===== src/rtl/ins_pkg.sv =====
// Shared definitions for the instruction prefetch queue: default widths,
// opcode encoding and the word-to-field split.
package ins_pkg;

  localparam int INS_W_DEF = 8;
  localparam int OPC_W_DEF = 4;

  typedef enum logic [OPC_W_DEF-1:0] {
    OP_NOP = 'h0,
    OP_LD  = 'h1,
    OP_ST  = 'h2,
    OP_ADD = 'h3,
    OP_SUB = 'h4,
    OP_AND = 'h5,
    OP_OR  = 'h6,
    OP_XOR = 'h7,
    OP_JMP = 'h8,
    OP_BRZ = 'h9
  } opc_e;

  typedef struct packed {
    logic [INS_W_DEF-OPC_W_DEF-1:0] imed;
    opc_e                           opc;
  } ins_fields_t;

  // Opcode lives in the low bits, immediate/register field above it.
  function automatic ins_fields_t ins_split(input logic [INS_W_DEF-1:0] w);
    ins_fields_t f;
    f.imed = w[INS_W_DEF-1:OPC_W_DEF];
    f.opc  = opc_e'(w[OPC_W_DEF-1:0]);
    return f;
  endfunction

endpackage


===== src/rtl/ins_queue_mem.sv =====
// Queue storage: DEPTH x INS_W register array, one write port and an
// asynchronous read port. Storage is intentionally not reset.
module ins_queue_mem
  import ins_pkg::*;
#(
  parameter int DEPTH = 4,
  parameter int INS_W = INS_W_DEF
) (
  input  logic                     clk,
  input  logic                     i_we,
  input  logic [$clog2(DEPTH)-1:0] i_waddr,
  input  logic [INS_W-1:0]         i_wdata,
  input  logic [$clog2(DEPTH)-1:0] i_raddr,
  output logic [INS_W-1:0]         o_rdata
);

  logic [DEPTH-1:0][INS_W-1:0] r_mem;

  always_ff @(posedge clk) begin
    if (i_we) r_mem[i_waddr] <= i_wdata;
  end

  assign o_rdata = r_mem[i_raddr];

endmodule


===== src/rtl/ins_queue.sv =====
// Instruction prefetch queue between fetch and decode with branch flush.
// Optional INS_QUEUE_BYPASS_EN adds a zero-latency path when empty.
module ins_queue
  import ins_pkg::*;
#(
  parameter int INS_W = INS_W_DEF,
  parameter int OPC_W = OPC_W_DEF,
  parameter int DEPTH = 4
) (
  input  logic                       clk,
  input  logic                       rst_n,
  input  logic                       flush,
  input  logic                       in_valid,
  output logic                       in_ready,
  input  logic [INS_W-1:0]           in_ins,
  output logic                       out_valid,
  input  logic                       out_ready,
  output logic [OPC_W-1:0]           opcode,
  output logic [INS_W-OPC_W-1:0]     imed_reg,
  output logic [$clog2(DEPTH+1)-1:0] count
);

  localparam int PTR_W = $clog2(DEPTH);
  localparam int CNT_W = $clog2(DEPTH+1);

  logic [PTR_W-1:0] r_wptr, r_rptr;
  logic [CNT_W-1:0] r_count;
  logic             w_empty, w_full, w_push, w_pop, w_byp, w_we;
  logic [INS_W-1:0] w_rdata, w_head;

  assign w_empty = (r_count == '0);
  assign w_full  = (r_count == CNT_W'(DEPTH));

`ifdef INS_QUEUE_BYPASS_EN
  assign w_byp = w_empty && in_valid && !flush;
`else
  assign w_byp = 1'b0;
`endif

  assign in_ready  = !w_full;
  assign out_valid = !w_empty || w_byp;
  assign w_pop     = !w_empty && out_ready;
  // A bypassed word taken by the decoder the same cycle never lands in storage.
  assign w_push    = in_valid && !w_full && !(w_byp && out_ready);
  assign w_we      = w_push && rst_n && !flush;

  ins_queue_mem #(.DEPTH(DEPTH), .INS_W(INS_W)) u_mem (
    .clk     (clk),
    .i_we    (w_we),
    .i_waddr (r_wptr),
    .i_wdata (in_ins),
    .i_raddr (r_rptr),
    .o_rdata (w_rdata)
  );

  assign w_head   = w_byp ? in_ins : w_rdata;
  assign opcode   = out_valid ? w_head[OPC_W-1:0]     : '0;
  assign imed_reg = out_valid ? w_head[INS_W-1:OPC_W] : '0;
  assign count    = r_count;

  always_ff @(posedge clk) begin
    if (!rst_n || flush) begin
      r_wptr  <= '0;
      r_rptr  <= '0;
      r_count <= '0;
    end else begin
      if (w_push) r_wptr <= r_wptr + PTR_W'(1);
      if (w_pop)  r_rptr <= r_rptr + PTR_W'(1);
      case ({w_push, w_pop})
        2'b10:   r_count <= r_count + CNT_W'(1);
        2'b01:   r_count <= r_count - CNT_W'(1);
        default: r_count <= r_count;
      endcase
    end
  end

endmodule


===== config.mk =====
export PLATFORM = sky130hd
export DESIGN_NAME = ins_queue
export DESIGN_NICKNAME = d
export VERILOG_FILES = /design/src/rtl/ins_pkg.sv /design/src/rtl/ins_queue_mem.sv /design/src/rtl/ins_queue.sv
export SDC_FILE = /design/constraint.sdc
export NUM_CORES = 1
export LEC_CHECK = 0
export CAP_MARGIN = 20
export CORE_MARGIN = 4
export CORE_UTILIZATION = 56
export DETAILED_ROUTE_END_ITERATION = 7
export GPL_TIMING_DRIVEN = 0
export PLACE_DENSITY = 0.83
export SLEW_MARGIN = 5
export SYNTH_ARGS = -nofsm -noshare
export SYNTH_HDL_FRONTEND = slang
export SYNTH_SLANG_ARGS = --single-unit

===== constraint.sdc =====
create_clock -name clk -period 6.3 [get_ports clk]
set_input_delay 1.26 -clock clk [delete_from_list [all_inputs] [get_ports clk]]
set_output_delay 1.26 -clock clk [all_outputs]
set_load 0.01 [all_outputs]

# [Word-level counts from Yosys, hierarchy flattened]
# Cells that the tools add are included.
[word_totals] reg_bits=39 input_bits=13 out_inout_bits=13 elab_cells=37
[op_classes] n_addsub=4 order_cmp=3 n_eq_ne=3 muxes=8 reduce_logical=12
[op_table] op="32-bit bitwise mux" count=1
[op_table] op="8-bit binary-select mux with 2-bit select" count=1
[op_table] op="8-bit demux with 2-bit select" count=1
[op_table] op="8-bit 2-to-1 mux" count=2
[op_table] op="4-bit 2-to-1 mux" count=2
[op_table] op="2-bit by 3-bit < comparator with 1-bit output, second input constant" count=2
[op_table] op="3-bit case mux with 2 select lines" count=1
[op_table] op="1-bit logical AND" count=5
[op_table] op="2-bit by 1-bit adder with 2-bit output, second input constant" count=2
[op_table] op="1-bit logical NOT" count=4
[op_table] op="3-bit by 1-bit adder with 3-bit output, second input constant" count=1
[op_table] op="3-bit == test, second input constant" count=1
[op_table] op="3-bit logical NOT" count=1
[op_table] op="3-bit by 1-bit subtractor with 3-bit output, second input constant" count=1
[op_table] op="2-bit by 1-bit == test with 1-bit output, second input constant" count=1
[op_table] op="2-bit == test, second input constant" count=1
[op_table] op="2-bit by 1-bit greater-or-equal comparator with 1-bit output, second input constant" count=1
[op_table] op="2-bit nonzero test" count=1
[op_table] op="1-bit logical OR" count=1

# [Depth between registers and ports, before layout]
[logic_depth] word_depth=5 ltp_mapped=9 ltp_nobuf=9

# [Hierarchy]
# A second synthesis with hierarchy kept.
[unflattened] hier_cells=101 hier_area_um2=1645.3
[modules_own_cells] module="ins_queue_mem" n_inst=1 cells_each=46 area_per_inst_um2=1188.6 seq_area_each_um2=960.9
[modules_own_cells] module="ins_queue" n_inst=1 cells_each=55 area_per_inst_um2=456.7 seq_area_each_um2=140.1

# [Worst setup path after synthesis]
# No wires, ideal clock.
[synth_timing] path_kind="input-to-reg" from="input in_valid" to="register r_count[2] (netlist: count[2])" setup_ps=70 arrival_time_ps=2587 required_ps=6230 slack_ps=3642 cell_stages=8 path_buffers=0 cell_sequence="and2_4 -> inv_1 -> ha_1 -> inv_1 -> fa_1 -> xor2_1 -> or3_1 -> a21oi_1"
[synth_via] elab_chain_len=3 word_cells_on_any_way=5 classes_between="eq/ne: 2; mux: 1; reduce/logical: 2"
[synth_lines] item="from (decl)" line="ins_queue.sv:13" source="input logic in_valid,"
[synth_lines] item="1-bit logical AND (*)" line="ins_queue.sv:44" source="assign w_push = in_valid && !w_full && !(w_byp && out_ready);"
[synth_lines] item="2-bit by 1-bit == test with 1-bit output or 2-bit == test (tied branches)" line="ins_queue.sv:69" source="case ({w_push, w_pop})"
[synth_lines] item="3-bit case mux with 2 select lines or 2-bit nonzero test (tied branches)"
[synth_lines] item="to (signal assigned)" line="ins_queue.sv:70" source="2'b10: r_count <= r_count + CNT_W'(1);"
[synth_lines] item="to (signal assigned)" line="ins_queue.sv:71" source="2'b01: r_count <= r_count - CNT_W'(1);"
[synth_lines] item="to (signal assigned)" line="ins_queue.sv:72" source="default: r_count <= r_count;"
[synth_lines] item="to (decl)" line="ins_queue.sv:27" source="logic [CNT_W-1:0] r_count;"
# Every way passes the cells marked *; elsewhere a longest branch is shown, timed or not.
# A chain may end at the register's enable or synchronous reset.

# [Final worst setup path]
[layout_timing] from="register r_rptr[0]" to="output opcode[0]"
[layout_via] elab_chain_len=3
[layout_lines] item="from (decl)" line="ins_queue.sv:26" source="logic [PTR_W-1:0] r_wptr, r_rptr;"
[layout_lines] item="from (signal assigned)" line="ins_queue.sv:68" source="if (w_pop) r_rptr <= r_rptr + PTR_W'(1);"
[layout_lines] item="8-bit binary-select mux with 2-bit select" line="ins_queue_mem.sv:23" source="assign o_rdata = r_mem[i_raddr];"
[layout_lines] item="8-bit 2-to-1 mux (not written as such)" line="ins_queue_mem.sv:23"
[layout_lines] item="4-bit 2-to-1 mux" line="ins_queue.sv:57" source="assign opcode = out_valid ? w_head[OPC_W-1:0] : '0;"
[layout_lines] item="to (decl)" line="ins_queue.sv:18" source="output logic [OPC_W-1:0] opcode,"
# No other way between the ends. The select of a mux whose other input is x is not followed.

==> results.py <==
metrics = {
    "timing": {
        "hold_viol": 0,
        "grt_setup_unrepaired": "false",
        "slew_viol_final": 0,
        "timing.final.crit_period_ps": 3310,
        "whs_ps": 502,
        "finalCritPeriodShare_pct": 52.5,
        "finalSetupViolCount": 0,
        "tightest_slew_ps": 442,
        "slew_headroom_pct": 70.5,
        "setup-tns-final_ps": 0,
        "fmax_mhz": 302,
        "skew_ps": 3.85,
    },
    "cts": {
        "ctsRootBufferMaster": "clkbuf_4",
        "cts_tree": "yes",
        "path_clk_slew_ps": 110,
        "cts_sinks": 39,
        "cts-resized-gates": 0,
        "cts_buffer_depth": 2,
        "postCtsSetupBuffers": 0,
        "hold_buffers": 0,
        "numCtsBuffers": 5,
        "htree_levels": 2,
        "clkLatencyLatePin_ps": 330,
    },
    "run_status": {
        "outcome": "completed",
    },
    "critical_path": {
        "reg2reg_to": "count[2]$_SDFFE_PP0P_",
        "cp_slowest_cell": "mux4_2",
        "worst-r2r-cell-count": 9,
        "cp_cell_sequence": "buf_6, mux4_2, nor2b_1, clkdlybuf4s50_1",
        "r2r-start": "count[2]$_SDFFE_PP0P_",
        "max_stage_delay_ps": 500,
        "startpoint_type": "register",
        "critPathKind": "register to output port",
        "critPathCaptureType": "output port",
        "crit_required_ps": 5040,
        "cp_data_arrival_time_ps": 2050,
        "cp_max_fo": 10,
        "r2r_slack_ps": 3970,
    },
    "power": {
        "power_density_mw_per_mm2": 229,
        "p_leak_uw": 0.000679,
        "ir_drop_uv": 201,
    },
    "global_route": {
        "grt_remaining_overflow": 0,
        "use_met1_pct": 18.7,
        "use_met3_pct": 5.77,
        "busiest_layer": "met2",
        "grt_start_max_net_pins": 13,
        "grt_pass1_vias": 966,
        "met2_usage_pct": 26.7,
        "grt_pass1_wl_mm": 4.71,
        "grt_antenna_before_repair": 0,
        "grt_usage_pct": 16.1,
    },
    "logic_synthesis": {
        "ys_warn_count": 0,
        "synth_top_area_cell": "edfxtp_1",
        "synth_top_area_share_pct": 58.1,
        "postSynthAreaPerCell_um2": 16.2,
        "synthCells": 102,
        "synth_fp_nets": 121,
        "yosys-top-cells-area": "edfxtp_1, mux4_2, dfxtp_1",
        "yosysUniqueCellTypes": 25,
        "yosysSeqAreaShare_pct": 66.6,
        "ys_seq_elements": 39,
        "synth_area_mm2": 0.00165,
    },
    "layout": {
        "drive_above_1_share_pct": 15.6,
        "nets": 153,
        "antenna_cells": 0,
        "stdcell_area_mm2": 0.00200,
        "syn_to_final_growth_pct": 21.1,
    },
    "worst_hold_path": {
        "hold_class": "register to register",
        "hold_start": "r_wptr[0]$_SDFFE_PP0P_",
        "whs_endpoint": "r_wptr[0]$_SDFFE_PP0P_",
        "min_path_cells": 2,
    },
    "floorplanning": {
        "dieArea_mm2": 0.00389,
        "core_region_area_mm2": 0.00278,
        "io_pins": 26,
        "chipHeight_um": 62.4,
        "die_w_um": 62.4,
        "row_count": 19,
        "start_util_pct": 59.5,
    },
    "drt": {
        "drtAntennaViolNets": 0,
        "num_vias": 920,
        "wl_per_cell_um": 16.9,
        "drt_wl_total_mm": 2.80,
        "viasPerCell": 5.54,
        "drt-pass1-iter-count": 4,
        "remaining_drc_errors": 0,
        "drt_iter0_markers": 19,
    },
    "placed_design": {
        "gp_congestion": 0.705,
        "place_area_mm2": 0.00194,
        "dp_hpwl_mm": 1.98,
        "io_buffers": 25,
    },
    "job": {
        "maxCapViolCount": 0,
    },
}
-- synthesized netlist by cell type --
library cell	instances
a21oi_1	3
and2_4	1
and2b_1	1
and3_1	4
buf_2	2
buf_6	1
dfxtp_1	7
edfxtp_1	32
fa_1	1
ha_1	5
inv_1	7
mux4_2	8
nand2_1	3
nand2b_1	1
nand4_1	2
nor2_1	3
nor2b_1	9
nor3_1	1
o21ai_0	3
o21ai_1	1
o31ai_2	1
or3_1	2
or3b_4	1
or4b_1	1
xor2_1	2
-- state kept, by name, indices dropped and copies added, names as in the netlist --
name,count
u_mem.r_mem,32
count,3
r_rptr,2
r_wptr,2
-- through the flow --
| stage | total power, uW | util, % | cells | setup WS (ps) |
|---|---|---|---|---|
| after floorplan | 310 | - | 102 | 3640 |
| after global placement | 332 | 69.9 | 158 | 3120 |
| after detailed placement | 334 | 69.9 | 158 | 3090 |
| after CTS | 464 | 72.0 | 166 | 2950 |
| after global routing | 485 | 72.0 | 166 | 2870 |
| final | 459 | 72.0 | 166 | 2990 |
-- logic make-up (layout without fill, tap and decap cells) --
logic type / count (synthesis) / after routing / synth area share [%]
flip-flops: 39 / 39 / 66.6
adder cells (fa/ha/maj): 6 / 6 / 4.99
XOR/XNOR: 2 / 2 / 1.06
multiplexers: 8 / 8 / 10.9
AND/OR/NAND/NOR: 29 / 29 / 10.7
buffers and inverters: 10 / 43 / 2.87
AO/OA/AOI/OAI: 8 / 8 / 2.87
-- cell usage in the layout, fill, tap and decap left out, drive strengths merged, types with 2 or more instances in the layout --
cell type / instances
and3: 4
inv: 7
clkdlybuf4s50: 25
ha: 5
nor2b: 9
clkbuf: 7
edfxtp: 32
xor2: 2
dfxtp: 7
a21oi: 3
nor2: 3
buf: 3
nand2: 3
or3: 2
nand4: 2
o21ai: 4
mux4: 8
-- critical path, delay by kind of cell (launching register included) --
family	cells	cell delay [ps]
DFF	1	390
muxes	1	500
and+or+nand+nor	1	140
buffers and inverters	2	680
-- how the worst max path moves through the flow --
| stage | start | end | slack (ps) | cells after the start |
|---|---|---|---|---|
| after CTS | r_rptr[0]$_SDFFE_PP0P_ | imed_reg[0] | 2950 | 4 |
| after global routing | r_rptr[0]$_SDFFE_PP0P_ | imed_reg[0] | 2870 | 4 |
| after detailed placement | in_valid | count[2]$_SDFFE_PP0P_ | 3090 | 9 |
| after floorplan | in_valid | count[2]$_SDFFE_PP0P_ | 3640 | 8 |
| after global placement | in_valid | count[2]$_SDFFE_PP0P_ | 3120 | 9 |
| final | r_rptr[0]$_SDFFE_PP0P_ | opcode[0] | 2990 | 4 |
-- where the power goes --
part	internal (uW)	leakage, uW	switching [uW]	total (uW)
Clock	54.1	0.0000353	77.4	132
Combinational	23.7	0.000297	19.5	43.2
Sequential	282	0.000346	2.05	284
Total	360	0.000679	99.0	459
-- final cells by class --
cell class | count | area, um^2
plain buffers | 3 | 21.3
clock buffers | 7 | 55.1
clock inverters | 1 | 5.00
fillers | 191 | 778
inverters | 7 | 26.3
multi-input cells | 53 | 505
flip-flops and latches | 39 | 1100
well taps | 31 | 38.8
repair buffers | 25 | 250
-- per-layer routing --
layer  part of all wire, %  wire length, um
met3                   4.0              112
met1                    43             1200
met5                     0                0
met4                   1.6               45
met2                    52             1450
No activity file was read; power rests on OpenSTA's default activity.
